<file path="src/rtl/mdr_mem_ctrl.sv">
// mdr_mem_ctrl: sequences MDR-path data-memory loads and stores.
// Drives the memory strobes, address and write data. Selects the memory bus
// into MDR for exactly one cycle per successful load. Uses a ready handshake
// to absorb variable memory latency and reports a timeout as an error.
module mdr_mem_ctrl #(
   parameter int DATA_W  = 16,
   parameter int ADDR_W  = 16,
   parameter int TIMEOUT = 15
) (
   input  logic              clk,
   input  logic              rst,
   input  logic              req_load,
   input  logic              req_store,
   input  logic [ADDR_W-1:0] addr_in,
   input  logic [DATA_W-1:0] wdata_in,
   input  logic              dmem_ready,
   output logic [ADDR_W-1:0] dmem_addr,
   output logic [DATA_W-1:0] dmem_wdata,
   output logic              dmem_read,
   output logic              dmem_write,
   output logic              mdr_sel,
   output logic              busy,
   output logic              done,
   output logic              err
);

   typedef enum logic [2:0] {
      ST_IDLE,
      ST_RD_WAIT,
      ST_RD_CAP,
      ST_WR_WAIT,
      ST_DONE,
      ST_ERR
   } state_t;

   // Last wait-cycle count before a timeout; the counter starts at 0 on entry.
   localparam logic [7:0] TMO_LAST = 8'(TIMEOUT - 1);

   state_t      state;
   state_t      next_state;
   logic [7:0]  wait_cnt;
   logic [7:0]  wait_cnt_next;
   logic        latch_addr;
   logic        latch_wdata;

   // State and wait-counter register
   always_ff @(posedge clk) begin
      if (rst) begin
         state    <= ST_IDLE;
         wait_cnt <= 8'd0;
      end else begin
         state    <= next_state;
         wait_cnt <= wait_cnt_next;
      end
   end

   // Next-state logic: requests only matter in IDLE, ready only in the wait states
   always_comb begin
      next_state    = state;
      wait_cnt_next = wait_cnt;
      latch_addr    = 1'b0;
      latch_wdata   = 1'b0;
      case (state)
         ST_IDLE: begin
            if (req_load && req_store) begin
               next_state = ST_ERR;
            end else if (req_load) begin
               next_state    = ST_RD_WAIT;
               wait_cnt_next = 8'd0;
               latch_addr    = 1'b1;
            end else if (req_store) begin
               next_state    = ST_WR_WAIT;
               wait_cnt_next = 8'd0;
               latch_addr    = 1'b1;
               latch_wdata   = 1'b1;
            end
         end
         ST_RD_WAIT, ST_WR_WAIT: begin
            if (dmem_ready) begin
               next_state = (state == ST_RD_WAIT) ? ST_RD_CAP : ST_DONE;
            end else if (wait_cnt == TMO_LAST) begin
               next_state = ST_ERR;
            end else begin
               wait_cnt_next = wait_cnt + 8'd1;
            end
         end
         ST_RD_CAP: next_state = ST_DONE;
         ST_DONE:   next_state = ST_IDLE;
         ST_ERR:    next_state = ST_IDLE;
         default:   next_state = ST_IDLE;
      endcase
   end

   // Registered outputs decoded from the state being entered, so they line up with it
   always_ff @(posedge clk) begin
      if (rst) begin
         dmem_addr  <= '0;
         dmem_wdata <= '0;
         dmem_read  <= 1'b0;
         dmem_write <= 1'b0;
         mdr_sel    <= 1'b0;
         busy       <= 1'b0;
         done       <= 1'b0;
         err        <= 1'b0;
      end else begin
         if (latch_addr) begin
            dmem_addr <= addr_in;
         end
         if (latch_wdata) begin
            dmem_wdata <= wdata_in;
         end
         dmem_read  <= (next_state == ST_RD_WAIT) || (next_state == ST_RD_CAP);
         dmem_write <= (next_state == ST_WR_WAIT);
         mdr_sel    <= (next_state == ST_RD_CAP);
         busy       <= (next_state != ST_IDLE);
         done       <= (next_state == ST_DONE);
         err        <= (next_state == ST_ERR);
      end
   end

endmodule

</file>
<file path="config.mk">
export PLATFORM = sky130hd
export DESIGN_NAME = mdr_mem_ctrl
export DESIGN_NICKNAME = d
export VERILOG_FILES = /design/src/rtl/mdr_mem_ctrl.sv
export SDC_FILE = /design/constraint.sdc
export NUM_CORES = 1
export LEC_CHECK = 0
export ABC_AREA = 1
export BUFFER_PORTS_ARGS = -buffer_cell sky130_fd_sc_hd__buf_2
export CORE_UTILIZATION = 48
export CTS_CLUSTER_SIZE = 10
export DETAILED_ROUTE_END_ITERATION = 10
export PLACE_DENSITY_LB_ADDON = 0.1
export RECOVER_POWER = 100
export SETUP_SLACK_MARGIN = 0.4
export SYNTH_ARGS = -nofsm -noshare
export SYNTH_HDL_FRONTEND = slang
export SYNTH_SLANG_ARGS = --single-unit
</file>
<file path="constraint.sdc">
create_clock -name clk -period 1.7 [get_ports clk]
set_input_delay 0.085 -clock clk [delete_from_list [all_inputs] [get_ports clk]]
set_output_delay 0.085 -clock clk [all_outputs]
set_load 0.05 [all_outputs]
</file>
**Word-level counts from Yosys, hierarchy flattened**

Cells that the tools add are included.

- Logic and storage cells: 51
- Input bits: 37
- Flip-flop bits (word level): 49

- $add $sub $neg: 1
- Mux-type cells: 20
- Reduce and logical (&&, ||, !) cells: 7
- Eq/ne operators: 13

Operator list:

| kind | number |
|---|---|
| $mux W8 | 5 |
| $mux W3 | 6 |
| $pmux W8 S2 | 1 |
| $eq A3 B2 Y1 const B | 4 |
| $pmux W3 S3 | 1 |
| $add A8 B1 Y8 const B | 1 |
| $eq A8 B4 Y1 const B | 1 |
| $mux W1 | 7 |
| $eq A3 B1 Y1 const B | 2 |
| $eq A3 B3 Y1 const B | 2 |
| $ne A2 B2 Y1 const B | 3 |
| $reduce_and A5 Y1 | 1 |
| $logic_not A3 Y1 | 1 |
| $ne A3 B3 Y1 const B | 1 |
| $reduce_bool A3 Y1 | 1 |
| $reduce_bool A2 Y1 | 1 |
| $reduce_or A2 Y1 | 1 |
| $logic_and A1 B1 Y1 | 1 |
| $logic_or A1 B1 Y1 | 1 |

**Longest topological paths before layout**

Gate-level depths: netlist of the first run.

- Depth in word-level cells: 6
- Depth in mapped cells: 11
- Depth with buffers taken out: 11

**Worst setup path after synthesis of the first run**

Ideal clock, no wire load.

- Path kind: register -> register
- Start point: register wait_cnt[0]
- End point: register wait_cnt[7]
- Period minus slack after synthesis: 1.325 ns
- Path slack: 0.375 ns
- Arrival: 1.204 ns
- Data required time: 1.578 ns
- Stages on the path, launching flop included: 11
- Buffers on the path: 0
- Cell sequence: dfxtp_1 inv_1 ha_1 nand2_1 nor2_1 nand2_1 nand2_4 nand2_8 nand2_2 o21ai_0 a21oi_1

- Longest elaborated chain between the ends: 4

RTL lines:

| item | line | RTL |
|---|---|---|
| start: declaration | 41 | `logic [7:0] wait_cnt;` |
| start signal: assignment | 53 | `wait_cnt <= wait_cnt_next;` |
| $add A8 B1 Y8 | 84 | `wait_cnt_next = wait_cnt + 8'd1;` |
| $mux W8 | 81 | `end else if (wait_cnt == TMO_LAST) begin` |
| $mux W8 | 79 | `if (dmem_ready) begin` |
| $pmux W8 S2 | 63 | `case (state)` |

Several ways; a longest one is shown, not always the timed one. The select of a mux whose other input is x is not followed.
A chain may end at the register's enable or synchronous reset.

**Worst setup path after layout of the first run**

- Start point: register state[0]
- End point: register dmem_wdata[9]

- Longest elaborated chain between the ends: 2

RTL lines:

| item | line | RTL |
|---|---|---|
| start: declaration | 39 | `state_t state;` |
| start signal: assignment | 52 | `state <= next_state;` |
| $logic_not A3 Y1 | 63 |  |
| $mux W1 | 63 |  |
| end signal: assignment | 110 | `dmem_wdata <= wdata_in;` |
| end: declaration | 18 | `output logic [DATA_W-1:0] dmem_wdata,` |

Every way passes these cells.

==> impl_results.md, run 1 <==
* Register area share after synthesis at 0.484
* CTS tree: done
* Grt ovf at 0
* Initial DRT Pass Iterations at 4
* Setup violations, final at 0
* Max_cap viols at 0
* Final Max Tran Viols at 0
* Psw at 1.22 mW
* Leak at 1.08 nW
* PwrDens at around 1200 nW/µm²
* Crit-path cells: inv_2 -> nand2_4 -> nor2_8 -> clkbuf_1 -> clkbuf_2 -> nand3_1 -> a21oi_1
* FF-to-FF Start: state[0]$_SDFF_PP0_
* CP Data Required Time at approximately 1900 ps
* Status: complete, no violations
* HPWL after DPL at between 3000 and 4000 µm
* Commonest non-fill, non-tap cell in the layout: dfxtp_1
* Clk sinks at approximately 50
* Crit path DAT at 1630 ps
* Slew margin rel. at 0.583
* Via-to-Cell Ratio at 5.03
* CP max FO at 12
* Area share of the largest cell type after synthesis at 0.484
* Crit path depth at 7
* IO Count at 75
* CP endpoint: dmem_wdata[9]$_SDFFE_PP0P_
* Power, Total at 3.13 mW
* #FFs+latches synth at 49
* Initial antenna violation count at 0
* Synth area leader: dfxtp_1
* DR WL/cell at between 10 and 15 µm
* Combinational power share at 0.369
* H-tree depth at 2
* Sequential Power Share at 0.426
* Core Area at 4030 µm²
* Num CTS Buffers at 5
* Final min period at approximately 1400 ps
* Nets at 382
* GRT Overall Usage at 0.219
* Layout area overhead at 33.2%
* Die height at around 67 µm
* Final Util at 0.670
* Via count at 1965
* Multi-input logic area at roughly 1000 µm²
* Vias in the first global route at between 1500 and 2000
* Chip Width at roughly 67 µm
* Max incr delay on CP at 330 ps
* CP top delay family: buffers and inverters
* Cell variety after synth at 28
* R2R Path End: dmem_wdata[9]$_SDFFE_PP0P_
* Worst r2r path cells at 7
* Cells after Synth at around 260
* Number of antenna diodes at 0
* Most frequent cells in the layout: 46 x dfxtp_1, 45 x nand2_1, 41 x clkbuf_1, 36 x buf_2, 33 x nand3_1
* Startpoint types: flop
* Max clock buf depth at 2
* Worst hold path type: input port to flop
* Largest net degree at the start of global routing at 40
* Fin. Hold Viols at 0
* Area occupied by registers at between 900 and 1000 µm²
* Die area at between 4000 and 5000 µm²
* CP Launch Point: state[0]$_SDFF_PP0_
* Final period util at 0.826
* Site Rows at 23
* Top cells by area, synth: dfxtp_1 48%, nand2_1 10%, a21oi_1 8.9%
* Clock transition at path regs at ~90 ps
* Syn avg cell area at 7.91 µm²
* First-pass GRT wire length at between 7000 and 8000 µm
* Syn_nets at a little under 300
* CP max stage cell: dfxtp_1
* Clock Latency Late Sink at around 290 ps
* Critical path class: flop to flop
* Layout cell share with drive strength beyond 1 at 0.290
* Cell-internal power at approximately 1.9 mW
* Placer Congestion at between 0.8 and 0.9
* RSZ-0062 raised after global routing: yes
* Net Sw Frac at 0.389
* Yosys Warn Count at 0
* Post-route cell area at 2700 µm²
* I/O Buffers at 74
* Peak supply drop at between 500 and 600 µV
* Cell Area, Synth at ~2000 µm²
* R2R Setup Slk at ~300 ps
* Clk pwr share at 0.205
* Root buffer cell: clkbuf_8
* Fin worst setup slack at ~300 ps
* DR iter-0 viols at 70
* Maximum clock rate at 712 MHz
* Slew @ Worst Pin at between 600 and 700 ps
* Drc violations at 0
* CP Capture Type: flop
* Buf/Inv on CP at 3
* Final TNS setup at 0 ps
* Worst Skew at ~6.7 ps
* Post-Place Cell Area at 2480 µm²
* # fillers at roughly 370
* Place WS at 206 ps
* Final ANT Viol Nets at 0
* Total Routed Length at ~4700 µm
* Initial core utilization at 0.503
## flip-flops by register name, summed over array words and instances, names as in the netlist
signal,count
dmem_addr,16
done,1
mdr_sel,1
wait_cnt,8
err,1
dmem_write,1
busy,1
dmem_read,1
dmem_wdata,16
state,3
## synthesized netlist by cell type, drive strengths merged
cell type   n
nand2      62
a21oi      37
nand3      36
nor3        4
nand4       4
buf         7
nor2       17
o21ai       8
xor2        1
ha          5
dfxtp      49
nor3b       1
clkbuf      6
and3        1
o211a       1
inv        17
## metal layers
metal  vias to the layer above  GRT usage  wire length [µm]
li1                       1015          -                 -
met1                       897      0.269              2110
met2                        44      0.360              2300
met3                         9     0.0582               212
met4                         0     0.0878               100
met5                         -          0                 0
## cells by family (layout without fill, tap and decap cells)
logic type / Yosys count / in the layout / synth area share
simple gates: 125 / 125 / 0.304
flops: 49 / 49 / 0.484
compound gates: 46 / 46 / 0.118
buf+inv: 30 / 115 / 0.0587
fa+ha+maj: 5 / 5 / 0.0309
xor+xnor: 1 / 1 / 0.00432
## worst min-delay path by stage
stage | start | to | depth (start not counted)
floorplan | rst | state[0]$_SDFF_PP0_ | 1
global placement | addr_in[4] | dmem_addr[4]$_SDFFE_PP0P_ | 3
detailed placement | wdata_in[2] | dmem_wdata[2]$_SDFFE_PP0P_ | 3
CTS | wdata_in[12] | dmem_wdata[12]$_SDFFE_PP0P_ | 3
global route | wdata_in[12] | dmem_wdata[12]$_SDFFE_PP0P_ | 3
finish | addr_in[5] | dmem_addr[5]$_SDFFE_PP0P_ | 3
## worst min-delay path: stages
cell     delay [ps]
buf_2           100
nand3_1          70
a21oi_1          60
## metrics by stage
stage | instances | hold slack (ps)
global placement | 374 | 356
floorplan | 256 | 165
finish | 391 | 48.2
detailed placement | 374 | 364
CTS | 388 | 41.9
global route | 391 | 48.8
## area by class of cell
class	instances	share of cell area
Timing Repair Buffer	90	0.167
Clock inverter	1	0.00278
Inverter	17	0.0255
Tap cell	50	0.0232
Multi-Input combinational cell	177	0.386
Clock buffer	7	0.0283
Sequential cell	49	0.367
## power by group through the flow
| stage | logic [mW] | clock network (mW) | registers, mW |
|---|---|---|---|
| global route | 1.25 | 0.711 | 1.35 |
| finish | 1.16 | 0.641 | 1.33 |
| global placement | 1.00 | 0 | 1.35 |
| floorplan | 0.443 | 0 | 1.67 |
| CTS | 1.08 | 0.668 | 1.33 |
| detailed placement | 1.01 | 0 | 1.35 |
## repair_timing
item,in CTS,in global routing
hold buffers,0,0
setup buffers,6,2
resized for setup,9,30
endpoints found under the setup margin,30,47
pin swaps,6,9
gates cloned,0,1
No activity file was read; power rests on OpenSTA's default activity.
==> inputs of run 2 (changes only) <==
- clock period: 1.7 -> 1.5 ns (I/O delays scaled with it)
==> run 2 against run 1 <==
  * Die area unchanged
  * First-iteration DRC count rose by 86%
  * Clock power grew 36%
  * Critical endpoint is now wait_cnt[6]$_SDFFE_PP0P_
  * Final area is 14% higher
  * Non-clock buffer count up 6
  * Core utilization grew 9.3 points
  * Maximum frequency down 2.3%
==> impl_results.md, run 2 (synthesis results as in run 1) <==
* Total Routed Length at 5940 µm
* Chip Width at roughly 67 µm
* Max clock buf depth at 2
* PwrDens at 1310 nW/µm²
* Initial antenna violation count at 0
* Startpoint types: flop
* Fin. Hold Viols at 0
* RSZ-0062 raised after global routing: yes
* Die area at about 4500 µm²
* Via count at approximately 2100
* Commonest non-fill, non-tap cell in the layout: dfxtp_1
* DR WL/cell at about 15 µm
* Grt ovf at 0
* Cell-internal power at 2.43 mW
* Maximum clock rate at a little under 700 MHz
* HPWL after DPL at 3140 µm
* Critical path class: flop to flop
* Layout area overhead at 51.8%
* Net Sw Frac at 0.398
* Clock transition at path regs at 90 ps
* Multi-input logic area at between 1000 and 1500 µm²
* Num CTS Buffers at 5
* Final ANT Viol Nets at 0
* Setup violations, final at 0
* CP Data Required Time at between 1500 and 2000 ps
* Worst Skew at 11.5 ps
* Final Max Tran Viols at 0
* CP max FO at 5
* Root buffer cell: clkbuf_8
* Peak supply drop at approximately 840 µV
* Placer Congestion at between 0.7 and 0.8
* Most frequent cells in the layout: 46 x dfxtp_1, 38 x clkbuf_1, 36 x buf_2, 33 x nand2_1, 20 x nand3_1
* Area occupied by registers at between 900 and 1000 µm²
* Psw at 1.61 mW
* Clock Latency Late Sink at ~310 ps
* H-tree depth at 2
* Nets at ~400
* CTS tree: done
* Slew margin rel. at 0.589
* Number of antenna diodes at 0
* Sequential Power Share at 0.376
* Clk sinks at 49
* Core Area at 4030 µm²
* Drc violations at 0
* DR iter-0 viols at 130
* First-pass GRT wire length at approximately 7200 µm
* IO Count at 75
* Die height at between 60 and 70 µm
* Vias in the first global route at 1683
* Layout cell share with drive strength beyond 1 at 0.440
* Crit path DAT at roughly 1700 ps
* Initial DRT Pass Iterations at 4
* Status: complete, no violations
* Largest regs: dmem_addr x16, dmem_wdata x16, wait_cnt x8
* # fillers at 308
* Combinational power share at 0.408
* Max_cap viols at 0
* Final period util at 0.957
* Hold buffer count at cts at 0
* Worst hold path type: input port to flop
* Largest net degree at the start of global routing at 40
* Initial core utilization at 0.503
* Leak at about 1.2 nW
* GRT Overall Usage at 0.210
* I/O Buffers at 74
* Slew @ Worst Pin at about 620 ps
* Via-to-Cell Ratio at approximately 5.3
* Power, Total at 4.04 mW
* Final min period at ~1400 ps
* Site Rows at 23
* CP Capture Type: flop
* Clk pwr share at 0.216
* Final Util at 0.763
run 2: cell type report:
type | instances | share of cell area
Inverter | 17 | 0.0216
Tap cell | 50 | 0.0203
Multi-Input combinational cell | 180 | 0.423
Clock buffer | 7 | 0.0313
Timing Repair Buffer | 96 | 0.180
Sequential cell | 49 | 0.322
Clock inverter | 1 | 0.00163
run 2: worst paths after layout:
path                                       to  slack, ps  cells after the start                       from
setup / recovery     wait_cnt[6]$_SDFFE_PP0P_         60                     11   wait_cnt[0]$_SDFFE_PP0P_
hold / removal    dmem_wdata[14]$_SDFFE_PP0P_         10                      3               wdata_in[14]
setup reg to reg     wait_cnt[6]$_SDFFE_PP0P_         60                     11   wait_cnt[0]$_SDFFE_PP0P_
hold reg to reg     dmem_addr[8]$_SDFFE_PP0P_        460                      2  dmem_addr[8]$_SDFFE_PP0P_
run 2: worst max-delay path, cell delays in order, from the launching register on:
cell and delay (ps):
dfxtp_4 380, inv_4 40, ha_4 150, nand2_4 60, nor2_4 50, nand2_2 80
nand2_4 90, nand2_8 110, nand3_2 100, o21ai_1 160, inv_1 80, nor2_1 90
run 2: power groups by stage:
stage | Clock, mW | Sequential, mW | Combinational, mW
2_1_floorplan | 0 | 1.89 | 0.556
3_3_place_gp | 0 | 1.53 | 1.19
3_5_place_dp | 0 | 1.53 | 1.19
4_1_cts | 0.858 | 1.51 | 1.25
5_1_grt | 0.925 | 1.54 | 1.75
6_report | 0.873 | 1.52 | 1.65
run 2: what timing repair did:
action,4_1_cts,5_1_grt
hold endpoints to repair,0,0
gates resized for setup,6,99
pin swaps,8,35
endpoints found under the setup margin,49,49
buffers inserted,3,9
cloned,1,4
run 2: per-stage QoR:
step	setup WS, ps	std cells	TNS (ps)	hold slack [ps]	area (µm²)
2_1_floorplan	208	256	0	147	2100
3_3_place_gp	125	375	0	346	2530
3_5_place_dp	106	375	0	352	2530
4_1_cts	149	387	0	23.4	2690
5_1_grt	-66.2	400	-66.2	13.2	3080
6_report	63.8	400	0	14.4	3080
run 2: layer usage:
metal	track usage	up-vias	part of all wire	wire length, µm
met5	0	-	0	0
met4	0.0718	0	0.034	200
met3	0.0634	18	0.045	270
met2	0.321	63	0.49	2930
met1	0.277	988	0.43	2540
li1	-	1040	-	-
==> inputs of run 3 (changes only) <==
- CAP_MARGIN: not set -> 20
- clock period: 1.5 -> 1.6 ns (I/O delays scaled with it)
==> run 3 against run 2 <==
  * Final area fell by 7.7%
  * Critical path depth fell by 1
  * Combinational power fell by 24%
  * Sequential cell count did not move
  * Register-to-register slack improved by 120 ps
  * Via count fell by 4.5%
  * Clock skew fell by 6.0 ps
  * Cell count fell by 1.8%
  * Clock power rose by 2.7%
  * Sequential power fell by 6%
  * Hold slack improved by 25 ps
  * Non-clock buffer count fell by 5
  * Largest power group is now sequential cells
  * Highest routed layer unchanged
==> impl_results.md, run 3 (synthesis results as in run 1) <==
* Clk sinks at between 40 and 50
* Max clock buf depth at 2
* Slew @ Worst Pin at 614 ps
* Worst Skew at roughly 5.5 ps
* Largest net degree at the start of global routing at 40
* Place WS at between 200 and 250 ps
* Chip Width at about 67 µm
* HPWL after DPL at ~3200 µm
* Startpoint types: flop
* Final ANT Viol Nets at 0
* Setup violations, final at 0
* Final Max Tran Viols at 0
* Die area at approximately 4500 µm²
* Site Rows at 23
* Finished Layout Cells at between 300 and 400
* Initial DRT Pass Iterations at 4
* Peak supply drop at ~680 µV
* Critical path class: flop to flop
* First-pass GRT wire length at 7920 µm
* Hold Slack at 38.9 ps
* Leak at 1.16 nW
* Max_cap viols at 0
* CTS tree: done
* Final TNS setup at 0 ps
* Via count at 2014
* Number of antenna diodes at 0
* Root buffer cell: clkbuf_8
* Status: complete, no violations
* Crit-path cells: inv_2 -> ha_4 -> nand2_4 -> nor2_4 -> nand2_2 -> nand2_4 -> nand2_8 -> nand2_4 -> o21ai_0 -> a21oi_2
* Final min period at about 1400 ps
* H-tree depth at 2
* CP dominant cell by count: nand2_4
* Largest regs: dmem_addr x16, dmem_wdata x16, wait_cnt x8
* CP Launch Point: wait_cnt[0]$_SDFFE_PP0P_
* FF-to-FF Start: wait_cnt[0]$_SDFFE_PP0P_
* Placer Congestion at slightly above 0.8
* Clock Latency Late Sink at roughly 300 ps
* Clock transition at path regs at about 90 ps
* Inst Count DP at about 380
* Initial antenna violation count at 0
* Met2 GRT Util at 0.381
* I/O Buffers at 74
* Maximum clock rate at between 700 and 800 MHz
* Max incr delay on CP at about 400 ps
* Grt ovf at 0
* Die height at ~67 µm
* Worst Hold Launch: wdata_in[8]
* Total Routed Length at slightly below 5000 µm
* Core Area at about 4000 µm²
* Fin worst setup slack at 183 ps
* Drc violations at 0
* Buf/Inv on CP at 1
* IO Count at 75
* Met1 global-route usage at 0.283
* Most frequent cells in the layout: 45 x dfxtp_1, 40 x clkbuf_1, 36 x buf_2, 34 x nand2_1, 33 x nand3_1
* Met3 GRT Util at 0.0702
* Nets at about 380
* Commonest non-fill, non-tap cell in the layout: dfxtp_1
* Layout cell share with drive strength beyond 1 at 0.341
* PwrDens at around 1300 nW/µm²
* Layout area overhead at 40.1%
* DR iter-0 viols at roughly 110
* Slew margin rel. at 0.593
* GRT Overall Usage at 0.234
* CP Capture Type: flop
* Initial core utilization at 0.503
* Worst hold path type: input port to flop
* Via-to-Cell Ratio at 5.12
* Gr busiest metal: met2
* Vias in the first global route at around 1800
* RSZ-0062 raised after global routing: yes
* CP max stage cell: dfxtp_1
* CP max FO at 5
* Final period util at 0.886
* CP Data Required Time at about 1800 ps
* Num CTS Buffers at 5
* Fin. Hold Viols at 0
* CP top delay family: simple AND/OR/NAND/NOR gates
* Hold buffer count at cts at 0
* Crit path DAT at between 1500 and 2000 ps
* DR WL/cell at approximately 12 µm
==> run 3: final cells by class <==
cell class / instances / area [µm²]
clock inverters: 1 / 30.0
flip-flops and latches: 49 / 988
inverters: 17 / 68.8
fillers: 369 / 1190
well taps: 50 / 62.6
multi-input cells: 178 / 1120
repair buffers: 91 / 484
clock buffers: 7 / 86.3
==> run 3: final timing paths <==
| path | to | slack, ps | cells past startpoint |
|---|---|---|---|
| hold reg to reg | dmem_addr[11]$_SDFFE_PP0P_ | 460 | 2 |
| setup reg to reg | wait_cnt[7]$_SDFFE_PP0P_ | 180 | 10 |
| hold / removal | dmem_wdata[8]$_SDFFE_PP0P_ | 40 | 3 |
| setup / recovery | wait_cnt[7]$_SDFFE_PP0P_ | 180 | 10 |
==> run 3: tightest hold or removal path, cell delays in order <==
cell	delay, ps
buf_2	90
nand3_1	70
a21oi_1	60
==> run 3: per-layer routing <==
layer	wire length [µm]	vias to the layer above
li1	-	1022
met5	0	-
met2	2400	45
met3	220	8
met4	82	0
met1	2140	939
==> run 3: timing repair <==
item | 4_1_cts | 5_1_grt
pin swaps | 8 | 11
resized for setup | 39 | 46
endpoints found under the setup margin | 38 | 49
gates cloned | 2 | 1
buffers inserted | 5 | 2
==> run 3: per-stage QoR <==
stage / power (mW) / utilization / area [µm²]
finish: 3.57 / 0.705 / 2840
global route: 3.77 / 0.705 / 2840
CTS: 3.57 / 0.690 / 2780
detailed placement: 2.51 / 0.620 / 2500
global placement: 2.51 / 0.620 / 2500
floorplan: 2.25 / - / 2060
==> run 3: report_power, final <==
| part | switching [mW] | internal, mW | total (mW) |
|---|---|---|---|
| sequential | 0.0839 | 1.34 | 1.43 |
| combinational | 0.857 | 0.393 | 1.25 |
| clock | 0.387 | 0.510 | 0.897 |
